File: src/rtl/conv_pkg.sv
// Shared types for the convolution front end: FSM states and the pixel-pair
// FIFO entry carried from the memory tile reader to the datapath.
package conv_pkg;

   localparam int ADDR_W     = 16;
   localparam int DATA_W     = 18;
   localparam int DIM_W      = 11;
   localparam int FIFO_DEPTH = 4;
   localparam int FIFO_CNT_W = 3;

   typedef enum logic [1:0] {
      IDLE  = 2'd0,
      FETCH = 2'd1,
      DRAIN = 2'd2
   } state_e;

   typedef struct packed {
      logic [DATA_W-1:0] data_a;
      logic [DATA_W-1:0] data_b;
      logic              b_valid;
      logic              eol;
      logic              last;
   } fifo_entry_t;

endpackage

File: src/rtl/pair_fifo.sv
// Four-entry pixel-pair FIFO; head is visible combinationally, and a push
// and pop in the same cycle are both honoured when the FIFO is non-empty.
module pair_fifo
   import conv_pkg::*;
(
   input  logic                  clk,
   input  logic                  rst_n,
   input  logic                  push_i,
   input  fifo_entry_t           din_i,
   input  logic                  pop_i,
   output fifo_entry_t           dout_o,
   output logic [FIFO_CNT_W-1:0] count_o
);

   fifo_entry_t             mem_q [FIFO_DEPTH];
   logic [1:0]              wr_q, wr_d, rd_q, rd_d;
   logic [FIFO_CNT_W-1:0]   cnt_q, cnt_d;
   logic                    do_push, do_pop;

   always_comb begin
      do_pop  = pop_i && (cnt_q != '0);
      do_push = push_i && ((cnt_q != FIFO_CNT_W'(FIFO_DEPTH)) || do_pop);
      wr_d    = do_push ? wr_q + 2'd1 : wr_q;
      rd_d    = do_pop  ? rd_q + 2'd1 : rd_q;
      cnt_d   = cnt_q + {{(FIFO_CNT_W-1){1'b0}}, do_push}
                      - {{(FIFO_CNT_W-1){1'b0}}, do_pop};
   end

   always_ff @(posedge clk or negedge rst_n) begin
      if (!rst_n) begin
         wr_q  <= '0;
         rd_q  <= '0;
         cnt_q <= '0;
      end else begin
         wr_q  <= wr_d;
         rd_q  <= rd_d;
         cnt_q <= cnt_d;
      end
   end

   // Storage needs no reset: the top gates the head with the count.
   always_ff @(posedge clk) begin
      if (do_push) mem_q[wr_q] <= din_i;
   end

   assign dout_o  = mem_q[rd_q];
   assign count_o = cnt_q;

endmodule

File: src/rtl/mem_tile_reader.sv
// Streams a rectangular tile out of the dual-read-port image memory as
// left/right pixel pairs, hiding the 1-cycle read latency behind a small FIFO.
module mem_tile_reader #(
   parameter int ADDR_W = 16,
   parameter int DATA_W = 18,
   parameter int DIM_W  = 11
) (
   input  logic              clk,
   input  logic              rst_n,
   input  logic              start,
   input  logic [ADDR_W-1:0] base_addr,
   input  logic [ADDR_W-1:0] pitch,
   input  logic [DIM_W-1:0]  width,
   input  logic [DIM_W-1:0]  height,
   output logic [ADDR_W-1:0] read_addr_a,
   output logic [ADDR_W-1:0] read_addr_b,
   input  logic [DATA_W-1:0] read_data_a,
   input  logic [DATA_W-1:0] read_data_b,
   output logic              out_valid,
   input  logic              out_ready,
   output logic [DATA_W-1:0] out_data_a,
   output logic [DATA_W-1:0] out_data_b,
   output logic              out_b_valid,
   output logic              out_eol,
   output logic              out_last,
   output logic              busy,
   output logic              done
);

   import conv_pkg::state_e;
   import conv_pkg::fifo_entry_t;

   localparam logic [DIM_W-1:0]  D_ONE  = DIM_W'(1);
   localparam logic [DIM_W-1:0]  D_TWO  = DIM_W'(2);
   localparam logic [DIM_W:0]    D_TWOX = (DIM_W+1)'(2);
   localparam logic [ADDR_W-1:0] A_ONE  = ADDR_W'(1);

   state_e              state_q, state_d;
   logic [ADDR_W-1:0]   row_addr_q, row_addr_d;
   logic [ADDR_W-1:0]   pitch_q, pitch_d;
   logic [DIM_W-1:0]    width_q, width_d;
   logic [DIM_W-1:0]    height_q, height_d;
   logic [DIM_W-1:0]    col_q, col_d;
   logic [DIM_W-1:0]    row_q, row_d;
   logic [ADDR_W-1:0]   last_a_q, last_a_d;
   logic [ADDR_W-1:0]   last_b_q, last_b_d;
   logic                infl_q, infl_d;
   logic                bv_q, bv_d;
   logic                eol_q, eol_d;
   logic                lst_q, lst_d;
   logic                done_q, done_d;

   logic [ADDR_W-1:0]   addr_a, addr_b;
   logic                tail, eol, last_pair, credit_ok, issue, pop;
   fifo_entry_t         push_entry, head;
   logic [2:0]          fifo_cnt;

   // Current pair's addresses and tags, derived from the column/row counters.
   always_comb begin
      addr_a    = row_addr_q + ADDR_W'(col_q);
      tail      = (col_q == width_q - D_ONE);
      addr_b    = tail ? addr_a : addr_a + A_ONE;
      eol       = (({1'b0, col_q} + D_TWOX) >= {1'b0, width_q});
      last_pair = eol && (row_q == height_q - D_ONE);
      // One read may still be returning, so keep FIFO + in-flight below 3.
      credit_ok = (fifo_cnt + {2'b00, infl_q}) <= 3'd2;
   end

   always_comb begin
      state_d    = state_q;
      row_addr_d = row_addr_q;
      pitch_d    = pitch_q;
      width_d    = width_q;
      height_d   = height_q;
      col_d      = col_q;
      row_d      = row_q;
      last_a_d   = last_a_q;
      last_b_d   = last_b_q;
      bv_d       = bv_q;
      eol_d      = eol_q;
      lst_d      = lst_q;
      done_d     = 1'b0;
      issue      = 1'b0;
      unique case (state_q)
         conv_pkg::IDLE: begin
            if (start) begin
               if ((width != '0) && (height != '0)) begin
                  state_d    = conv_pkg::FETCH;
                  row_addr_d = base_addr;
                  pitch_d    = pitch;
                  width_d    = width;
                  height_d   = height;
                  col_d      = '0;
                  row_d      = '0;
               end else begin
                  done_d = 1'b1;
               end
            end
         end
         conv_pkg::FETCH: begin
            if (credit_ok) begin
               issue    = 1'b1;
               last_a_d = addr_a;
               last_b_d = addr_b;
               bv_d     = ~tail;
               eol_d    = eol;
               lst_d    = last_pair;
               if (eol) begin
                  col_d      = '0;
                  row_d      = row_q + D_ONE;
                  row_addr_d = row_addr_q + pitch_q;
               end else begin
                  col_d = col_q + D_TWO;
               end
               if (last_pair) state_d = conv_pkg::DRAIN;
            end
         end
         conv_pkg::DRAIN: begin
            if (pop && head.last) begin
               state_d = conv_pkg::IDLE;
               done_d  = 1'b1;
            end
         end
         default: state_d = conv_pkg::IDLE;
      endcase
   end

   assign infl_d = issue;

   always_ff @(posedge clk or negedge rst_n) begin
      if (!rst_n) begin
         state_q    <= conv_pkg::IDLE;
         row_addr_q <= '0;
         pitch_q    <= '0;
         width_q    <= '0;
         height_q   <= '0;
         col_q      <= '0;
         row_q      <= '0;
         last_a_q   <= '0;
         last_b_q   <= '0;
         infl_q     <= 1'b0;
         bv_q       <= 1'b0;
         eol_q      <= 1'b0;
         lst_q      <= 1'b0;
         done_q     <= 1'b0;
      end else begin
         state_q    <= state_d;
         row_addr_q <= row_addr_d;
         pitch_q    <= pitch_d;
         width_q    <= width_d;
         height_q   <= height_d;
         col_q      <= col_d;
         row_q      <= row_d;
         last_a_q   <= last_a_d;
         last_b_q   <= last_b_d;
         infl_q     <= infl_d;
         bv_q       <= bv_d;
         eol_q      <= eol_d;
         lst_q      <= lst_d;
         done_q     <= done_d;
      end
   end

   // Read ports show the live pair when issuing, otherwise hold the last one.
   assign read_addr_a = issue ? addr_a : last_a_q;
   assign read_addr_b = issue ? addr_b : last_b_q;

   assign push_entry = '{data_a:  read_data_a,
                         data_b:  read_data_b,
                         b_valid: bv_q,
                         eol:     eol_q,
                         last:    lst_q};

   pair_fifo u_fifo (
      .clk     (clk),
      .rst_n   (rst_n),
      .push_i  (infl_q),
      .din_i   (push_entry),
      .pop_i   (pop),
      .dout_o  (head),
      .count_o (fifo_cnt)
   );

   assign out_valid   = (fifo_cnt != 3'd0);
   assign pop         = out_valid && out_ready;
   assign out_data_a  = out_valid ? head.data_a : '0;
   assign out_data_b  = out_valid ? head.data_b : '0;
   assign out_b_valid = out_valid && head.b_valid;
   assign out_eol     = out_valid && head.eol;
   assign out_last    = out_valid && head.last;
   assign busy        = (state_q != conv_pkg::IDLE);
   assign done        = done_q;

endmodule

File: config.mk
export PLATFORM = sky130hd
export DESIGN_NAME = mem_tile_reader
export DESIGN_NICKNAME = d
export VERILOG_FILES = /design/src/rtl/conv_pkg.sv /design/src/rtl/pair_fifo.sv /design/src/rtl/mem_tile_reader.sv
export SDC_FILE = /design/constraint.sdc
export NUM_CORES = 1
export LEC_CHECK = 0
export ABC_AREA = 1
export CAP_MARGIN = 15
export CORE_AREA = 2 2 224 226
export DETAILED_ROUTE_END_ITERATION = 10
export DIE_AREA = 0 0 226 228
export SYNTH_ARGS = -nofsm -noshare
export SYNTH_HDL_FRONTEND = slang
export SYNTH_SLANG_ARGS = --single-unit
File: constraint.sdc
create_clock -name clk -period 4.2 [get_ports clk]
set_input_delay 0.42 -clock clk [delete_from_list [all_inputs] [get_ports clk]]
set_output_delay 0.42 -clock clk [all_outputs]
set_load 0.01 [all_outputs]
==> reports/qor.txt, run 1 <==
worst slack, placed = 0.832 ns
1st-pass router iterations = 5
Tmin final = 3.89 ns
final count of pins violating max slew = 0
power per cell area = 796 nW/µm²
hold path depth = 3
CTS tree = yes
post-layout worst setup margin = 0.308 ns
port bufs = 167
Num CTS Buffers = 34
dpl hpwl = 27500 µm
MaxCap Viol Count = 0
core region area = 49300 µm²
# IOs = 168
CP max FO = 16
Mean Syn Cell Area = 8.81 µm²
HP Class = input port to flip-flop
Slew headroom = 41.0%
peak supply drop = 337 µV
sequential area share after synthesis = 52.8%
drt total wl = 38700 µm
GPL Wtd Cong = 0.902
post-CTS setup buffer count = 0
Synth Instances = 1658
# setup viols final = 0
post-route cell area = 18100 µm²
hold_sp = pitch[6]
initial antenna violation count = 1
number of synthesized register bits = 277
Hold EP = pitch_q[6]$_DFFE_PN0P_
largest net degree at the start of global routing = 81
Post-synth EDFFs = 156
layout cell share with drive strength beyond 1 = 8.73%
Tot GR Track Use = 15.1%
synthesized net count = 1803
Die H = 228 µm
first-pass GRT wire length = 60900 µm
capturing element type of the critical path = output pin
Core Rows = 82
Final Power = 14.4 mW
Leak = 7.58 nW
RSZ-0062 raised after global routing = no
Netlist cell types = 52
CTS sink cnt = 277
Area after DPL = 17000 µm²
Iteration-0 DRC Markers = 618
run status = complete, no violations
Slew @ Worst Pin = 0.886 ns
Critical Path AT = 3.47 ns
vias per cell = 4.53
Die Width = 226 µm
R2R depth = 14
Starting Density = 29.6%
Wirelength per Cell = 15.4 µm
CTS max path bufs = 3
Yosys Warn Count = 0
RR Endpoint = row_q[5]$_DFFE_PN0P_
Antenna Cells = 0
critical path class = flip-flop to output pin
commonest non-fill, non-tap cells in the layout = 351 x nand2_1, 259 x nor2_1, 166 x clkdlybuf4s50_1
commonest non-fill, non-tap cell in the layout = nand2_1
Final ANT Viol Nets = 0
vias in the first global route = 11100
fmax = 257 MHz
r2r setup slk = 0.84 ns
Reg clk slew, reported paths = 0.05 ns
Post-Route Utilization = 36.8%
Setup Total Neg Slack = 0 ns
most used flip-flop cell after synthesis = edfxtp_1
clk root buf = clkbuf_16
Layout Nets = 1966
r2r startpoint = col_q[2]$_DFFE_PN0P_
clk_lat worst skew = 0.54 ns
via total after detailed routing = 11400
P&R area growth vs syn = 24.2%
synthesized area = 14600 µm²
Fin. Hold Viols = 0
ys async rst share = 43.7%
Die Area = 51500 µm²
Clock Skew = 0.0209 ns
Final period util = 92.7%
total gr overflow = 0
DRC = 0
Worst EP required = 3.78 ns
Max H-tree Level = 2
Worst Setup Start Kind = flip-flop
cell type report:
type / instances / area (µm²)
repair buffers: 189 / 1840
clock inverters: 15 / 189
multi-input cells: 1164 / 6030
clock buffers: 44 / 950
fillers: 4981 / 31200
well taps: 672 / 841
flip-flops and latches: 277 / 7710
inverters: 155 / 582
how the worst max path moves through the flow:
stage | depth (start not counted) | slack [ns] | end | from
5_1_grt | 12 | 0.004 | read_addr_b[0] | col_q[1]$_DFFE_PN0P_
3_5_place_dp | 12 | 0.83 | read_addr_b[0] | col_q[1]$_DFFE_PN0P_
6_report | 14 | 0.31 | read_addr_b[2] | col_q[1]$_DFFE_PN0P_
3_3_place_gp | 15 | 0.86 | read_addr_b[13] | row_addr_q[2]$_DFFE_PN0P_
2_1_floorplan | 6 | 1.20 | u_fifo.mem_q[0][0]$_DFFE_PP_ | u_fifo.count_o[1]$_DFF_PN0_
4_1_cts | 12 | 0.26 | read_addr_b[0] | col_q[1]$_DFFE_PN0P_
cells in the mapped netlist, types with 5 or more instances:
| library cell | instances | share of area [%] |
|---|---|---|
| a21oi_1 | 91 | 3.1 |
| buf_2 | 10 | 0.34 |
| buf_6 | 8 | 0.62 |
| clkbuf_1 | 36 | 0.93 |
| dfrtp_1 | 121 | 21 |
| edfxtp_1 | 156 | 32 |
| ha_1 | 48 | 4.1 |
| inv_1 | 145 | 3.7 |
| inv_2 | 10 | 0.26 |
| nand2_1 | 352 | 9.0 |
| nand2_2 | 10 | 0.43 |
| nand3_1 | 100 | 3.4 |
| nand3b_1 | 8 | 0.41 |
| nand4_1 | 19 | 0.81 |
| nor2_1 | 264 | 6.8 |
| nor2_2 | 10 | 0.43 |
| nor2_4 | 5 | 0.39 |
| nor3_1 | 12 | 0.41 |
| nor4_1 | 6 | 0.26 |
| o21ai_0 | 114 | 3.9 |
| o21ai_2 | 16 | 0.96 |
| o21bai_1 | 5 | 0.26 |
| or2_2 | 15 | 0.64 |
| xnor2_1 | 17 | 1.0 |
| xor2_1 | 34 | 2.0 |
flip-flops by register name (all words and copies together) (netlist names), 2 cells and up:
register / count
last_a_q: 16
width_q: 11
u_fifo.count_o: 3
height_q: 11
last_b_q: 16
col_q: 10
u_fifo.mem_q: 156
pitch_q: 16
row_q: 11
row_addr_q: 16
state_q: 2
u_fifo.wr_q: 2
u_fifo.rd_q: 2
repair_timing:
| item | CTS | global route |
|---|---|---|
| endpoints found under the hold margin | 12 | 0 |
| setup endpoints to repair | 0 | 0 |
| hold buffers | 1 | 0 |
| resized for setup | 0 | 0 |
worst max-delay path: stages, from the launching register on:
cell and delay [ns]:
dfrtp_1 0.45, inv_1 0.17, fa_1 0.43, nor2_1 0.11, nand2_1 0.05, nor2_1 0.12
nand3_1 0.13, nor3_4 0.24, nand2_2 0.23, nand2_2 0.16, inv_1 0.05, nand2_1 0.06
nand2_1 0.04, o21ai_0 0.10, clkdlybuf4s50_1 0.58
power by group:
part           leakage, nW  switching, mW  internal [mW]
Clock                0.556           1.13           1.84
Sequential            2.91          0.525           3.75
Combinational         4.11           4.29           2.90
metal layers:
layer	part of all wire, %	track usage [%]	up-vias
li1	-	-	5770
met1	44	19.3	5313
met2	47	25.3	248
met3	5.4	3.04	58
met4	2.9	5.46	2
met5	0.034	0	-
stage by stage:
step,instances,hold WS (ns)
finish,2516,0.451
global route,2516,0.446
CTS,2516,0.423
detailed placement,2456,0.467
global placement,2456,0.462
floorplan,1658,0.124
cell families (layout without fill, tap and decap cells):
family / count (synthesis) / in the layout / share of synthesized area, %
flip-flops: 277 / 277 / 52.8
AND/OR/NAND/NOR: 816 / 816 / 24.1
adder cells (fa/ha/maj): 51 / 51 / 4.52
buffers and inverters: 217 / 403 / 6.19
XOR/XNOR: 52 / 52 / 3.17
AO/OA/AOI/OAI: 245 / 245 / 9.25
(Power assumes the default switching activity.)
==> run 2, diff against run 1 <==
--- a/config.mk
+++ b/config.mk
@@ -7,9 +7,10 @@
 export LEC_CHECK = 0
 export ABC_AREA = 1
 export CAP_MARGIN = 15
-export CORE_AREA = 2 2 224 226
+export CORE_AREA = 2 2 236 215
 export DETAILED_ROUTE_END_ITERATION = 10
-export DIE_AREA = 0 0 226 228
+export DIE_AREA = 0 0 238 217
+export GPL_TIMING_DRIVEN = 0
 export SYNTH_ARGS = -nofsm -noshare
 export SYNTH_HDL_FRONTEND = slang
 export SYNTH_SLANG_ARGS = --single-unit
==> run 2 against run 1 <==
Against the previous run:
- critical path type unchanged
- count of clock-buffer cells in the layout fell by 2
- setup slack worse by 0.030 ns
- clock power down 4%
- global-route usage rose by 1.2 points
- non-clock buffer count increased by 46
- largest power group unchanged
- maximum frequency fell by 0.77%
- cell count increased by 0.56%
- sequential power hardly changed
==> reports/qor.txt, run 2 (same netlist as run 1, synthesis figures left out) <==
vias in the first global route = 11800
r2r startpoint = col_q[3]$_DFFE_PN0P_
most frequent CP cell = nor2_1
Die Area = 51600 µm²
commonest non-fill, non-tap cells in the layout = 352 x nand2_1, 258 x nor2_1, 164 x clkdlybuf4s50_1
post-layout worst setup margin = 0.278 ns
Antenna Cells = 0
Placed Instances = 2470
DRC = 0
layout cell share with drive strength beyond 1 = 8.57%
R2R depth = 15
Wirelength per Cell = 16.5 µm
critical-path cell list = inv_1, fa_1, nor2_1, nand2_1, nor2_1, nand3_1, nor3_4, nand2_2, nand2_1, nor2_1, nor2_2, clkdlybuf4s50_1
clk root buf = clkbuf_16
Core Rows = 78
Reg clk slew, reported paths = 0.05 ns
r2r setup slk = 1.06 ns
critical path class = flip-flop to output pin
power per cell area = 801 nW/µm²
core region area = 49600 µm²
Slew headroom = 50.7%
Final ANT Viol Nets = 0
Starting Density = 29.5%
Largest register FFs = 156
worst slack, placed = 0.463 ns
CTS max path bufs = 3
Iteration-0 DRC Markers = 637
Worst Path Buf+Inv = 2
CTS tree = yes
Tot GR Track Use = 16.3%
1st-pass router iterations = 5
met2 GRT Util = 27.7%
Multi-input gate area = 6040 µm²
run status = complete, no violations
CP max FO = 7
CTS sink cnt = 277
vias per cell = 4.68
drt total wl = 41800 µm
dpl hpwl = 30600 µm
Worst Setup Start Kind = flip-flop
Setup Total Neg Slack = 0 ns
GPL Wtd Cong = 0.911
HP Class = input port to async pin
Slowest-stage cell, CP = clkdlybuf4s50_1
initial antenna violation count = 1
port bufs = 167
Die Width = 238 µm
MaxCap Viol Count = 0
RSZ-0062 raised after global routing = no
Max H-tree Level = 2
Slew @ Worst Pin = 0.733 ns
clk_lat worst skew = 0.55 ns
largest net degree at the start of global routing = 96
GRT busiest layer = met2
# setup viols final = 0
Final period util = 93.4%
Layout Cells excl Fill = 2530
total gr overflow = 0
post-CTS setup buffer count = 0
FF+latch area = 7710 µm²
first-pass GRT wire length = 65300 µm
capturing element type of the critical path = output pin
met1 GRT Util = 21.2%
Worst EP required = 3.78 ns
Clock Skew = 0.0230 ns
P&R area growth vs syn = 25.5%
Leak = 7.65 nW
Die H = 217 µm
number of fill cells = 5046
Biggest register = u_fifo.mem_q
met3 Use GR = 2.85%
Layout Nets = 2012
Tmin final = 3.92 ns
Critical Path AT = 3.50 ns
cell family with most CP delay = simple AND/OR/NAND/NOR gates
max incr delay on CP = 0.61 ns
Fin. Hold Viols = 0
RR Endpoint = col_q[2]$_DFFE_PN0P_
final count of pins violating max slew = 0
fmax = 255 MHz
peak supply drop = 367 µV
commonest non-fill, non-tap cell in the layout = nand2_1
# IOs = 168
Num CTS Buffers = 34
via total after detailed routing = 11800
run 2: cell count changes in the layout (fill, tap and decap cells not counted), moves of 3 or more:
cell,previous run,this run
buf_1,0,3
buf_12,0,4
buf_2,0,10
buf_4,22,4
buf_6,0,9
clkbuf_1,5,42
clkbuf_8,4,1
clkinv_1,3,7
run 2: routing by layer:
metal | vias to the layer above | part of all wire [%]
li1 | 5888 | -
met1 | 5601 | 45
met2 | 280 | 47
met3 | 63 | 5.4
met4 | 2 | 2.3
met5 | - | 0.029
run 2: how the worst max path moves through the flow:
stage	from	end	slack (ns)	cells past startpoint
floorplan	u_fifo.count_o[1]$_DFF_PN0_	u_fifo.mem_q[0][0]$_DFFE_PP_	1.20	6
global placement	rst_n	height_q[2]$_DFFE_PN0P_	-2.37	1
detailed placement	col_q[1]$_DFFE_PN0P_	read_addr_b[0]	0.46	12
CTS	col_q[1]$_DFFE_PN0P_	read_addr_b[0]	0.03	12
global route	col_q[1]$_DFFE_PN0P_	read_addr_b[3]	0.002	12
finish	col_q[1]$_DFFE_PN0P_	read_addr_b[3]	0.28	12
run 2: area by class of cell:
type                    count  area share [%]
flip-flops and latches    277            42.1
multi-input cells        1164            33.0
repair buffers            173            9.80
clock buffers              42            4.98
well taps                 640            4.37
inverters                 155            3.18
plain buffers              62            1.76
clock inverters            17           0.867
run 2: stage by stage:
| step | hold slack, ns | power [mW] | cell area (µm²) | util, % |
|---|---|---|---|---|
| 4_1_cts | 0.299 | 14.9 | 18300 | 36.9 |
| 5_1_grt | 0.326 | 15.8 | 18300 | 37.0 |
| 3_5_place_dp | 0.308 | 11.9 | 17200 | 34.7 |
| 6_report | 0.310 | 14.7 | 18300 | 37.0 |
| 3_3_place_gp | 0.465 | 11.8 | 17100 | 34.4 |
| 2_1_floorplan | 0.124 | 8.61 | 14600 | - |
run 2: what timing repair did:
item / in CTS / in global routing
pin swaps: 0 / 0
hold buffers: 1 / 0
endpoints found under the hold margin: 26 / 0
endpoints found under the setup margin: 1 / 9
gates resized for setup: 1 / 7
run 2: power breakdown:
part	total [mW]	switching [mW]	internal, mW
logic	7.57	4.55	3.02
registers	4.25	0.511	3.74
clock network	2.85	1.18	1.67
